[config.mk]
export PLATFORM = sky130hd
export DESIGN_NAME = parameterized_fifo_flags_flat
export DESIGN_NICKNAME = d
export VERILOG_FILES = /design/src/rtl/parameterized_fifo_flags_if.sv /design/src/rtl/parameterized_fifo_flags.sv /design/src/flat_wrapper.sv
export SDC_FILE = /design/constraint.sdc
export NUM_CORES = 1
export LEC_CHECK = 0
export CORE_MARGIN = 3
export CORE_UTILIZATION = 35
export DETAILED_ROUTE_END_ITERATION = 8
export GPL_TIMING_DRIVEN = 0
export HOLD_SLACK_MARGIN = 0.1
export SLEW_MARGIN = 40
export SYNTH_ARGS = -nofsm -noshare
export SYNTH_HDL_FRONTEND = slang
export SYNTH_SLANG_ARGS = --single-unit
[constraint.sdc]
create_clock -name clk -period 3.2 [get_ports clk]
set_input_delay 0.64 -clock clk [delete_from_list [all_inputs] [get_ports clk]]
set_output_delay 0.64 -clock clk [all_outputs]
set_load 0.02 [all_outputs]
[src/rtl/parameterized_fifo_flags_if.sv]
// Handshake/data bundle for parameterized_fifo_flags: the producer/consumer side is the master
// and the FIFO is the slave.
interface parameterized_fifo_flags_if #(
  parameter int unsigned W = 8,
  parameter int unsigned D = 4
);
  localparam int unsigned CW = $clog2(D + 1);

  logic [W-1:0]  in;
  logic          write_en;
  logic          read_en;
  logic          err_clr;
  logic [W-1:0]  out;
  logic          full;
  logic          empty;
  logic          almost_full;
  logic          almost_empty;
  logic [CW-1:0] count;
  logic          overflow;
  logic          underflow;

  modport master (
    output in, write_en, read_en, err_clr,
    input  out, full, empty, almost_full, almost_empty, count, overflow, underflow
  );

  modport slave (
    input  in, write_en, read_en, err_clr,
    output out, full, empty, almost_full, almost_empty, count, overflow, underflow
  );
endinterface

[src/rtl/parameterized_fifo_flags.sv]
// Same-clock FIFO with occupancy count, full/empty/almost flags, sticky overflow/underflow and a
// choice of registered-read or first-word-fall-through output.
module parameterized_fifo_flags #(
  parameter int unsigned W        = 8,
  parameter int unsigned D        = 4,
  parameter int unsigned AF_LEVEL = D - 1,
  parameter int unsigned AE_LEVEL = 1,
  parameter int unsigned FWFT     = 0
) (
  input logic                       clk,
  input logic                       rst,
  parameterized_fifo_flags_if.slave bus
);
  localparam int unsigned CW = $clog2(D + 1);
  localparam int unsigned PW = $clog2(D);

  logic [W-1:0]  r_mem [D];
  logic [PW-1:0] r_wr_ptr;
  logic [PW-1:0] r_rd_ptr;
  logic [CW-1:0] r_count;
  logic          r_overflow;
  logic          r_underflow;

  logic          w_full;
  logic          w_empty;
  logic          w_rd_acc;
  logic          w_wr_acc;
  logic [PW-1:0] w_wr_ptr_nxt;
  logic [PW-1:0] w_rd_ptr_nxt;

  assign w_full  = (r_count == CW'(D));
  assign w_empty = (r_count == '0);

  // A pop frees the slot this same edge, so a write at full still fits.
  assign w_rd_acc = bus.read_en && !w_empty;
  assign w_wr_acc = bus.write_en && (!w_full || w_rd_acc);

  assign w_wr_ptr_nxt = (r_wr_ptr == PW'(D - 1)) ? '0 : r_wr_ptr + 1'b1;
  assign w_rd_ptr_nxt = (r_rd_ptr == PW'(D - 1)) ? '0 : r_rd_ptr + 1'b1;

  always_ff @(posedge clk or negedge rst) begin
    if (!rst) begin
      r_wr_ptr    <= '0;
      r_rd_ptr    <= '0;
      r_count     <= '0;
      r_overflow  <= 1'b0;
      r_underflow <= 1'b0;
    end else begin
      if (w_wr_acc) r_wr_ptr <= w_wr_ptr_nxt;
      if (w_rd_acc) r_rd_ptr <= w_rd_ptr_nxt;
      unique case ({w_wr_acc, w_rd_acc})
        2'b10:   r_count <= r_count + 1'b1;
        2'b01:   r_count <= r_count - 1'b1;
        default: r_count <= r_count;
      endcase
      // A new error event outranks a clear in the same cycle.
      r_overflow  <= (bus.write_en && !w_wr_acc) || (r_overflow && !bus.err_clr);
      r_underflow <= (bus.read_en && w_empty) || (r_underflow && !bus.err_clr);
    end
  end

  always_ff @(posedge clk) begin
    if (w_wr_acc) r_mem[r_wr_ptr] <= bus.in;
  end

  if (FWFT != 0) begin : g_fwft
    assign bus.out = w_empty ? '0 : r_mem[r_rd_ptr];
  end else begin : g_reg
    logic [W-1:0] r_out;
    always_ff @(posedge clk or negedge rst) begin
      if (!rst) begin
        r_out <= '0;
      end else if (w_rd_acc) begin
        r_out <= r_mem[r_rd_ptr];
      end
    end
    assign bus.out = r_out;
  end

  assign bus.full         = w_full;
  assign bus.empty        = w_empty;
  assign bus.almost_full  = (r_count >= CW'(AF_LEVEL));
  assign bus.almost_empty = (r_count <= CW'(AE_LEVEL));
  assign bus.count        = r_count;
  assign bus.overflow     = r_overflow;
  assign bus.underflow    = r_underflow;
endmodule

[src/flat_wrapper.sv]
// flat-port wrapper written by rule: the top's interface ports become plain ports
module parameterized_fifo_flags_flat 
#(
  parameter int unsigned W        = 8,
  parameter int unsigned D        = 4,
  parameter int unsigned AF_LEVEL = D - 1,
  parameter int unsigned AE_LEVEL = 1,
  parameter int unsigned FWFT     = 0
)
  (clk, rst, bus_in, bus_write_en, bus_read_en, bus_err_clr, bus_out, bus_full, bus_empty, bus_almost_full, bus_almost_empty, bus_count, bus_overflow, bus_underflow);
  parameterized_fifo_flags_if #(.W(W), .D(D)) bus_i ();
  input logic clk;
  input logic rst;
  input wire logic [$bits(bus_i.in)-1:0] bus_in;
  input wire logic [$bits(bus_i.write_en)-1:0] bus_write_en;
  input wire logic [$bits(bus_i.read_en)-1:0] bus_read_en;
  input wire logic [$bits(bus_i.err_clr)-1:0] bus_err_clr;
  output wire logic [$bits(bus_i.out)-1:0] bus_out;
  output wire logic [$bits(bus_i.full)-1:0] bus_full;
  output wire logic [$bits(bus_i.empty)-1:0] bus_empty;
  output wire logic [$bits(bus_i.almost_full)-1:0] bus_almost_full;
  output wire logic [$bits(bus_i.almost_empty)-1:0] bus_almost_empty;
  output wire logic [$bits(bus_i.count)-1:0] bus_count;
  output wire logic [$bits(bus_i.overflow)-1:0] bus_overflow;
  output wire logic [$bits(bus_i.underflow)-1:0] bus_underflow;
  assign bus_i.in = bus_in;
  assign bus_i.write_en = bus_write_en;
  assign bus_i.read_en = bus_read_en;
  assign bus_i.err_clr = bus_err_clr;
  assign bus_out = bus_i.out;
  assign bus_full = bus_i.full;
  assign bus_empty = bus_i.empty;
  assign bus_almost_full = bus_i.almost_full;
  assign bus_almost_empty = bus_i.almost_empty;
  assign bus_count = bus_i.count;
  assign bus_overflow = bus_i.overflow;
  assign bus_underflow = bus_i.underflow;
  parameterized_fifo_flags #(.W(W), .D(D), .AF_LEVEL(AF_LEVEL), .AE_LEVEL(AE_LEVEL), .FWFT(FWFT)) u_core (.clk(clk), .rst(rst), .bus(bus_i));
endmodule
==> flow_summary.json <==
{
  "run_status": "finished clean",
  "post_route_skew_ns": 0.00803,
  "synth.net_count": 139,
  "initial_antenna_violation_count": 0,
  "syn_to_layout_area_delta_pct": 22.9,
  "core-area_sq_mm": 0.00554,
  "finish.net_count": 175,
  "yosys_warning_total": 0,
  "synth.largest_area_cell": "sky130_fd_sc_hd__edfxtp_1",
  "routabilityCongestion": 0.701,
  "post_cts_resize_count": 0,
  "timing.final.hold_violations": 0,
  "num_rows": 27,
  "max_slew.worst_pin.slew_ns": 0.594,
  "groute.usage.overall_pct": 12.1,
  "critical-path-slowest-cell": "sky130_fd_sc_hd__clkdlybuf4s50_1",
  "drt-wirelength-per-cell_um": 15.6,
  "share_of_the_yosys_chip_area_belonging_to_registers_pct": 68.5,
  "rsz0062_at_grt": "no",
  "post_synth_instance_area_sq_mm": 0.00202,
  "clock_edge_transition_at_the_registers_on_the_reported_setup_and_hold_paths_ns": 0.09,
  "avgSynthCellArea_sq_um": 17.5,
  "chipHeight_um": 82.1,
  "powerDensity_mw_per_mm2": 925,
  "die_width_um": 82.1,
  "simple_gate_fraction_of_synth_area_pct": 3.34,
  "detailedRoute.firstPassIterationCount": 4,
  "fin_total_pwr_mw": 2.30,
  "pre_cts_slack_ns": 0.887,
  "xor_xnor_share_of_the_synthesized_area_pct": 0.865,
  "synth_cell_type_count": 21,
  "setup_violations": 0,
  "worstSetupPathType": "reg2out",
  "synthAdderAreaFrac_pct": 6.18,
  "post-route-worst-setup-slack_ns": 0.713,
  "max_slew_margin_pct": 60.4,
  "crit_path_end_kind": "output port",
  "level_count_of_the_clock_h_tree": 2,
  "cp-start-kind": "flop",
  "grt_overflow_total": 0,
  "final_min_period_over_clock_period_pct": 77.7,
  "crit_chain": "inv_1 > ha_1 > nor2b_1 > clkdlybuf4s50_1",
  "largest_net_degree_at_the_start_of_global_routing": 18,
  "largest_fanout_on_the_critical_path": 4,
  "design.portCount": 30,
  "max-clock-path-buffers": 2,
  "insertedDiodeCount": 0,
  "post-cts-setup-buffers": 0,
  "cp_data_required_time_ns": 2.56,
  "ys_ff_latch": 49,
  "hold_path_class": "in2async",
  "max_freq_ghz": 0.402,
  "finish.cell_count_without_fillers": 225,
  "synthMuxAreaShare_pct": 15.6,
  "worstReg2RegStart": "u_core.bus.count[0]",
  "worstSetupStartpoint": "u_core.bus.count[0]",
  "via_count_normalized_by_instance_count": 4.74,
  "clock-sinks": 49,
  "post-route-min-period_ns": 2.49,
  "worst_ep_arrival_ns": 1.85,
  "synth_compound_area_share_pct": 2.60,
  "drt.antenna.violating_nets": 0,
  "grt_first_pass_wirelength_mm": 5.78,
  "detailed_place_hpwl_mm": 2.43,
  "dp.cells": 217,
  "via_count": 1067,
  "design.die.area_sq_mm": 0.00673,
  "drive_gt1_share_pct": 19.6,
  "synth_cells": 116,
  "timing_max_transition_violations_final": 0,
  "cts_root_buf": "sky130_fd_sc_hd__clkbuf_8",
  "port-buffer-count": 29,
  "main_combinational_cell_family_by_area_after_synthesis": "multiplexers",
  "maxCapViolations": 0,
  "post-synth-top-area-fraction_pct": 47.5,
  "routed_wl_mm": 3.51,
  "synthTopCellsByArea": "sky130_fd_sc_hd__edfxtp_1 47%, sky130_fd_sc_hd__dfrtp_1 21%, sky130_fd_sc_hd__mux4_2 8.9%, sky130_fd_sc_hd__mux2_2 6.7%, sky130_fd_sc_hd__ha_1 6.2%",
  "number_of_buffers_created_by_cts": 5,
  "initialDrtViolationCount": 37,
  "tritoncts": "done",
  "via_count_of_the_first_global_routing_pass": 1143,
  "drt_drc_violations_left": 0,
  "p_leak_nw": 0.938,
  "start_util_pct": 36.5,
  "cpPeakStageDelay_ns": 0.64,
  "cts.hold.buffers_added": 0,
  "clock_latency_ns": 0.30,
  "totalNegativeSetupSlack_ns": 0,
  "maximum_vdd_drop_mv": 0.413
}
layout by cell type, fill, tap and decap left out:
| cell | Yosys | final |
|---|---|---|
| sky130_fd_sc_hd__edfxtp_1 | 32 | 32 |
| sky130_fd_sc_hd__clkdlybuf4s50_1 | 0 | 28 |
| sky130_fd_sc_hd__dfrtp_1 | 17 | 17 |
| sky130_fd_sc_hd__mux2_2 | 12 | 12 |
| sky130_fd_sc_hd__inv_1 | 10 | 10 |
| sky130_fd_sc_hd__ha_1 | 10 | 10 |
| sky130_fd_sc_hd__mux4_2 | 8 | 8 |
| sky130_fd_sc_hd__nor2_1 | 6 | 6 |
| sky130_fd_sc_hd__clkbuf_8 | 0 | 5 |
| sky130_fd_sc_hd__and2_1 | 4 | 4 |
| sky130_fd_sc_hd__nand2_1 | 2 | 2 |
| sky130_fd_sc_hd__o21ai_0 | 2 | 2 |
| sky130_fd_sc_hd__a22o_1 | 2 | 2 |
| sky130_fd_sc_hd__xnor2_1 | 2 | 2 |
| sky130_fd_sc_hd__clkinvlp_4 | 0 | 2 |
| sky130_fd_sc_hd__nor2b_1 | 1 | 1 |
| sky130_fd_sc_hd__nand2b_1 | 1 | 1 |
| sky130_fd_sc_hd__buf_4 | 1 | 1 |
| sky130_fd_sc_hd__o21a_1 | 1 | 1 |
| sky130_fd_sc_hd__buf_6 | 1 | 1 |
| sky130_fd_sc_hd__buf_1 | 1 | 1 |
| sky130_fd_sc_hd__a31oi_1 | 1 | 1 |
| sky130_fd_sc_hd__a21oi_1 | 1 | 1 |
| sky130_fd_sc_hd__o22ai_1 | 1 | 1 |
| sky130_fd_sc_hd__clkbuf_1 | 0 | 1 |
| sky130_fd_sc_hd__buf_2 | 0 | 1 |
cells by family after synthesis:
group	count (synthesis)
adder cells (fa/ha/maj)	10
multiplexers	20
XOR/XNOR	2
AO/OA/AOI/OAI	8
flip-flops	49
AND/OR/NAND/NOR	14
buffers and inverters	13
flip-flops by register name, summed over array words and instances, names as in the netlist:
| register | flops |
|---|---|
| u_core.bus.overflow | 1 |
| u_core.r_mem | 32 |
| u_core.bus.underflow | 1 |
| u_core.r_rd_ptr | 2 |
| u_core.bus.out | 8 |
| u_core.r_wr_ptr | 2 |
| u_core.bus.count | 3 |
final cells by class:
| cell class | instances | area, sq um |
|---|---|---|
| clock buffer | 6 | 72.6 |
| inverter | 10 | 37.5 |
| timing repair buffer | 29 | 285 |
| clock inverter | 2 | 15.0 |
| fill | 504 | 3050 |
| buffer | 3 | 22.5 |
| sequential | 49 | 1390 |
| tap | 72 | 90.1 |
| multi-input combinational | 54 | 578 |
power by group:
part | internal (mW) | switching [mW] | total [mW] | leakage [nW]
registers | 0.872 | 0.0922 | 0.965 | 0.498
logic | 0.505 | 0.471 | 0.976 | 0.403
clock network | 0.154 | 0.206 | 0.360 | 0.0374
per-layer routing:
layer / wire length (um) / global-route usage [%]
met4: 65 / 5.98
met3: 100 / 2.96
met5: 0 / 0
met1: 1500 / 14.4
met2: 1840 / 20.2
critical path: cells and delay by family (launching register included):
family                     cells  cell delay [ns]
DFF                            1             0.43
buffers and inverters          2             0.75
and+or+nand+nor                1             0.20
adders and majority gates      1             0.16
worst paths after layout:
check,slack (ns),depth (start not counted),to
worst max-delay path,0.71,4,bus_empty
worst min-delay path,0.27,1,u_core.bus.count[1]
worst max register to register,1.08,9,u_core.bus.count[2]
worst min register to register,0.51,1,u_core.bus.out[6]
max in group asynchronous,2.62,1,u_core.bus.out[5]
min in group clk,0.51,1,u_core.bus.out[6]
synth_stat cells:
master	count
sky130_fd_sc_hd__edfxtp_1	32
sky130_fd_sc_hd__dfrtp_1	17
sky130_fd_sc_hd__mux2_2	12
sky130_fd_sc_hd__ha_1	10
sky130_fd_sc_hd__inv_1	10
sky130_fd_sc_hd__mux4_2	8
sky130_fd_sc_hd__nor2_1	6
sky130_fd_sc_hd__and2_1	4
sky130_fd_sc_hd__a22o_1	2
sky130_fd_sc_hd__nand2_1	2
sky130_fd_sc_hd__o21ai_0	2
sky130_fd_sc_hd__xnor2_1	2
sky130_fd_sc_hd__a21oi_1	1
sky130_fd_sc_hd__a31oi_1	1
sky130_fd_sc_hd__buf_1	1
sky130_fd_sc_hd__buf_4	1
sky130_fd_sc_hd__buf_6	1
sky130_fd_sc_hd__nand2b_1	1
sky130_fd_sc_hd__nor2b_1	1
sky130_fd_sc_hd__o21a_1	1
sky130_fd_sc_hd__o22ai_1	1
metrics by stage:
stage          cell area, sq um  util [%]  hold WS [ns]
5_1_grt                    2490      44.9         0.284
4_1_cts                    2490      44.9         0.280
3_3_place_gp               2400      43.4         0.488
3_5_place_dp               2400      43.3         0.498
6_report                   2490      44.9         0.266
2_1_floorplan              2020         -         0.344
(Power assumes the default switching activity.)
==> patch, RTL diff (same flow settings) <==
`D` is set to 4 in 3 places; all go to 8.
--- a/src/rtl/parameterized_fifo_flags_if.sv
+++ b/src/rtl/parameterized_fifo_flags_if.sv
@@ -2,7 +2,7 @@
 // and the FIFO is the slave.
 interface parameterized_fifo_flags_if #(
   parameter int unsigned W = 8,
-  parameter int unsigned D = 4
+  parameter int unsigned D = 8
 );
   localparam int unsigned CW = $clog2(D + 1);
 
--- a/src/rtl/parameterized_fifo_flags.sv
+++ b/src/rtl/parameterized_fifo_flags.sv
@@ -2,7 +2,7 @@
 // choice of registered-read or first-word-fall-through output.
 module parameterized_fifo_flags #(
   parameter int unsigned W        = 8,
-  parameter int unsigned D        = 4,
+  parameter int unsigned D        = 8,
   parameter int unsigned AF_LEVEL = D - 1,
   parameter int unsigned AE_LEVEL = 1,
   parameter int unsigned FWFT     = 0
--- a/src/flat_wrapper.sv
+++ b/src/flat_wrapper.sv
@@ -2,7 +2,7 @@
 module parameterized_fifo_flags_flat 
 #(
   parameter int unsigned W        = 8,
-  parameter int unsigned D        = 4,
+  parameter int unsigned D        = 8,
   parameter int unsigned AF_LEVEL = D - 1,
   parameter int unsigned AE_LEVEL = 1,
   parameter int unsigned FWFT     = 0
Interface: changed (resized bus_count); port bits go from 30 to 31. The function was not compared with the original's and may differ.
==> patch against the unedited design <==
- area after synthesis increased by 75%
- wire length is 100% higher
- worst hold slack got worse by 0.029 ns
- sequential cell count rose by 35
- highest routed layer unchanged
- design area grew 71%
- count of clock-buffer cells in the layout increased by 3
- combinational power up 49%
- setup slack lost 0.50 ns
- critical path type unchanged
- power is 64% higher
- utilization is 1.5 points lower
==> patch: results (changes against the unedited design) <==
{| class="wikitable"
! Metric !! Value
|-
| NumNets Final || 311 (+78%)
|-
| Largest cells by area after synthesis || edfxtp_1 (54%), dfrtp_1 (14%), mux2i_1 (9.3%), a22oi_1 (3.4%), ha_1 (2.5%)
|-
| Number of enable-type register cells in the synthesized netlist || 64 (+100%)
|-
| Slew headroom || 47.53% (-13 points)
|-
| Worst reg2reg path depth || 6 (-3)
|-
| Synth cell types || 36 (+71%)
|-
| Via count of the first global-routing pass || 2167 (+90%)
|-
| Post-synthesis net count || 266 (+91%)
|-
| Final Wtd Congestion || 0.7475 (+6.7%)
|-
| Data arrival time of the critical path || 2.34 ns (+0.49 ns)
|-
| CP max FO || 6 (+2)
|-
| Fraction of layout instances using a drive strength above 1 || 13.22% (-6.4 points)
|-
| Post-route worst hold slack || 0.2377 ns (-0.02876 ns)
|-
| CTS buffer count || 9 (+4)
|-
| Worst-case clock skew || 0.01307 ns (+0.005042 ns)
|-
| Insertion delay to the later sink of the worst-skew pair || 0.35 ns (+0.05 ns)
|-
| HPWL after detailed placement || 4680 um (+93%)
|-
| Largest net degree at the start of global routing || 21 (+3)
|-
| H-tree depth || 3 (+1)
|-
| Aggregate global-route resource usage || 13.71% (+1.6 points)
|-
| Area after detailed placement || 4059 sq um (+69%)
|-
| Endpoint of the worst-slack reg-to-reg timing path || u_core.r_mem[6][0]
|-
| Most instantiated cells after synthesis || edfxtp_1 (64), mux2i_1 (33), nand2_1 (22)
|-
| Cell leakage power || 1.578 nW (+68%)
|-
| Max FFs per register || 64 (+100%)
|-
| Reg-to-reg setup timing slack || 0.72 ns (-0.36 ns)
|-
| Port Buffer Count || 30 (+3.4%)
|-
| Sequential cell area fraction in the yosys report || 68.41% (-0.070 points)
|-
| Initial detailed-routing violation count || 94 (+150%)
|-
| Run status || finished clean
|}
patch: layout make-up:
| class | count | area (sq um) |
|---|---|---|
| clock inverter | 6 | 73.82 |
| timing repair buffer | 34 | 320.3 |
| fill | 924 | 5554 |
| sequential | 84 | 2422 |
| inverter | 6 | 22.52 |
| buffer | 13 | 62.56 |
| clock buffer | 9 | 123.9 |
| multi-input combinational | 143 | 1074 |
| tap | 133 | 166.4 |
patch: per-layer routing:
metal	up-vias	share of wire (%)	track usage, %
met5	-	0	0
met2	46	49	22.48
met4	0	2.6	6.758
met1	1051	45	17.04
li1	1008	-	-
met3	14	3.5	3.191
patch: power breakdown:
| part | total [mW] | switching (mW) | internal (mW) |
|---|---|---|---|
| clock network | 0.758 | 0.392 | 0.366 |
| registers | 1.56 | 0.143 | 1.42 |
| logic | 1.45 | 0.822 | 0.625 |
| total | 3.77 | 1.36 | 2.41 |
patch: stage by stage:
| stage | cells | util, % | setup WS, ns | total power, mW | setup TNS (ns) |
|---|---|---|---|---|---|
| after floorplan | 246 | - | 0.7377 | 2.493 | 0 |
| after global placement | 409 | 40.81 | -0.6172 | 2.980 | -13.25 |
| after CTS | 428 | 43.35 | 0.1936 | 3.802 | 0 |
| final | 428 | 43.44 | 0.2168 | 3.767 | 0 |
| after global routing | 428 | 43.44 | 0.09988 | 4.010 | 0 |
| after detailed placement | 413 | 41.34 | 0.1417 | 3.044 | 0 |
patch: cell families (layout without fill, tap and decap cells):
group / count (synthesis) / after routing / synth area share [%]
xor+xnor: 4 / 4 / 0.9896
flops: 84 / 84 / 68.41
mux: 35 / 35 / 9.965
fa+ha+maj: 7 / 7 / 2.473
buf+inv: 19 / 68 / 2.403
simple gates: 58 / 58 / 7.916
compound gates: 39 / 39 / 7.845
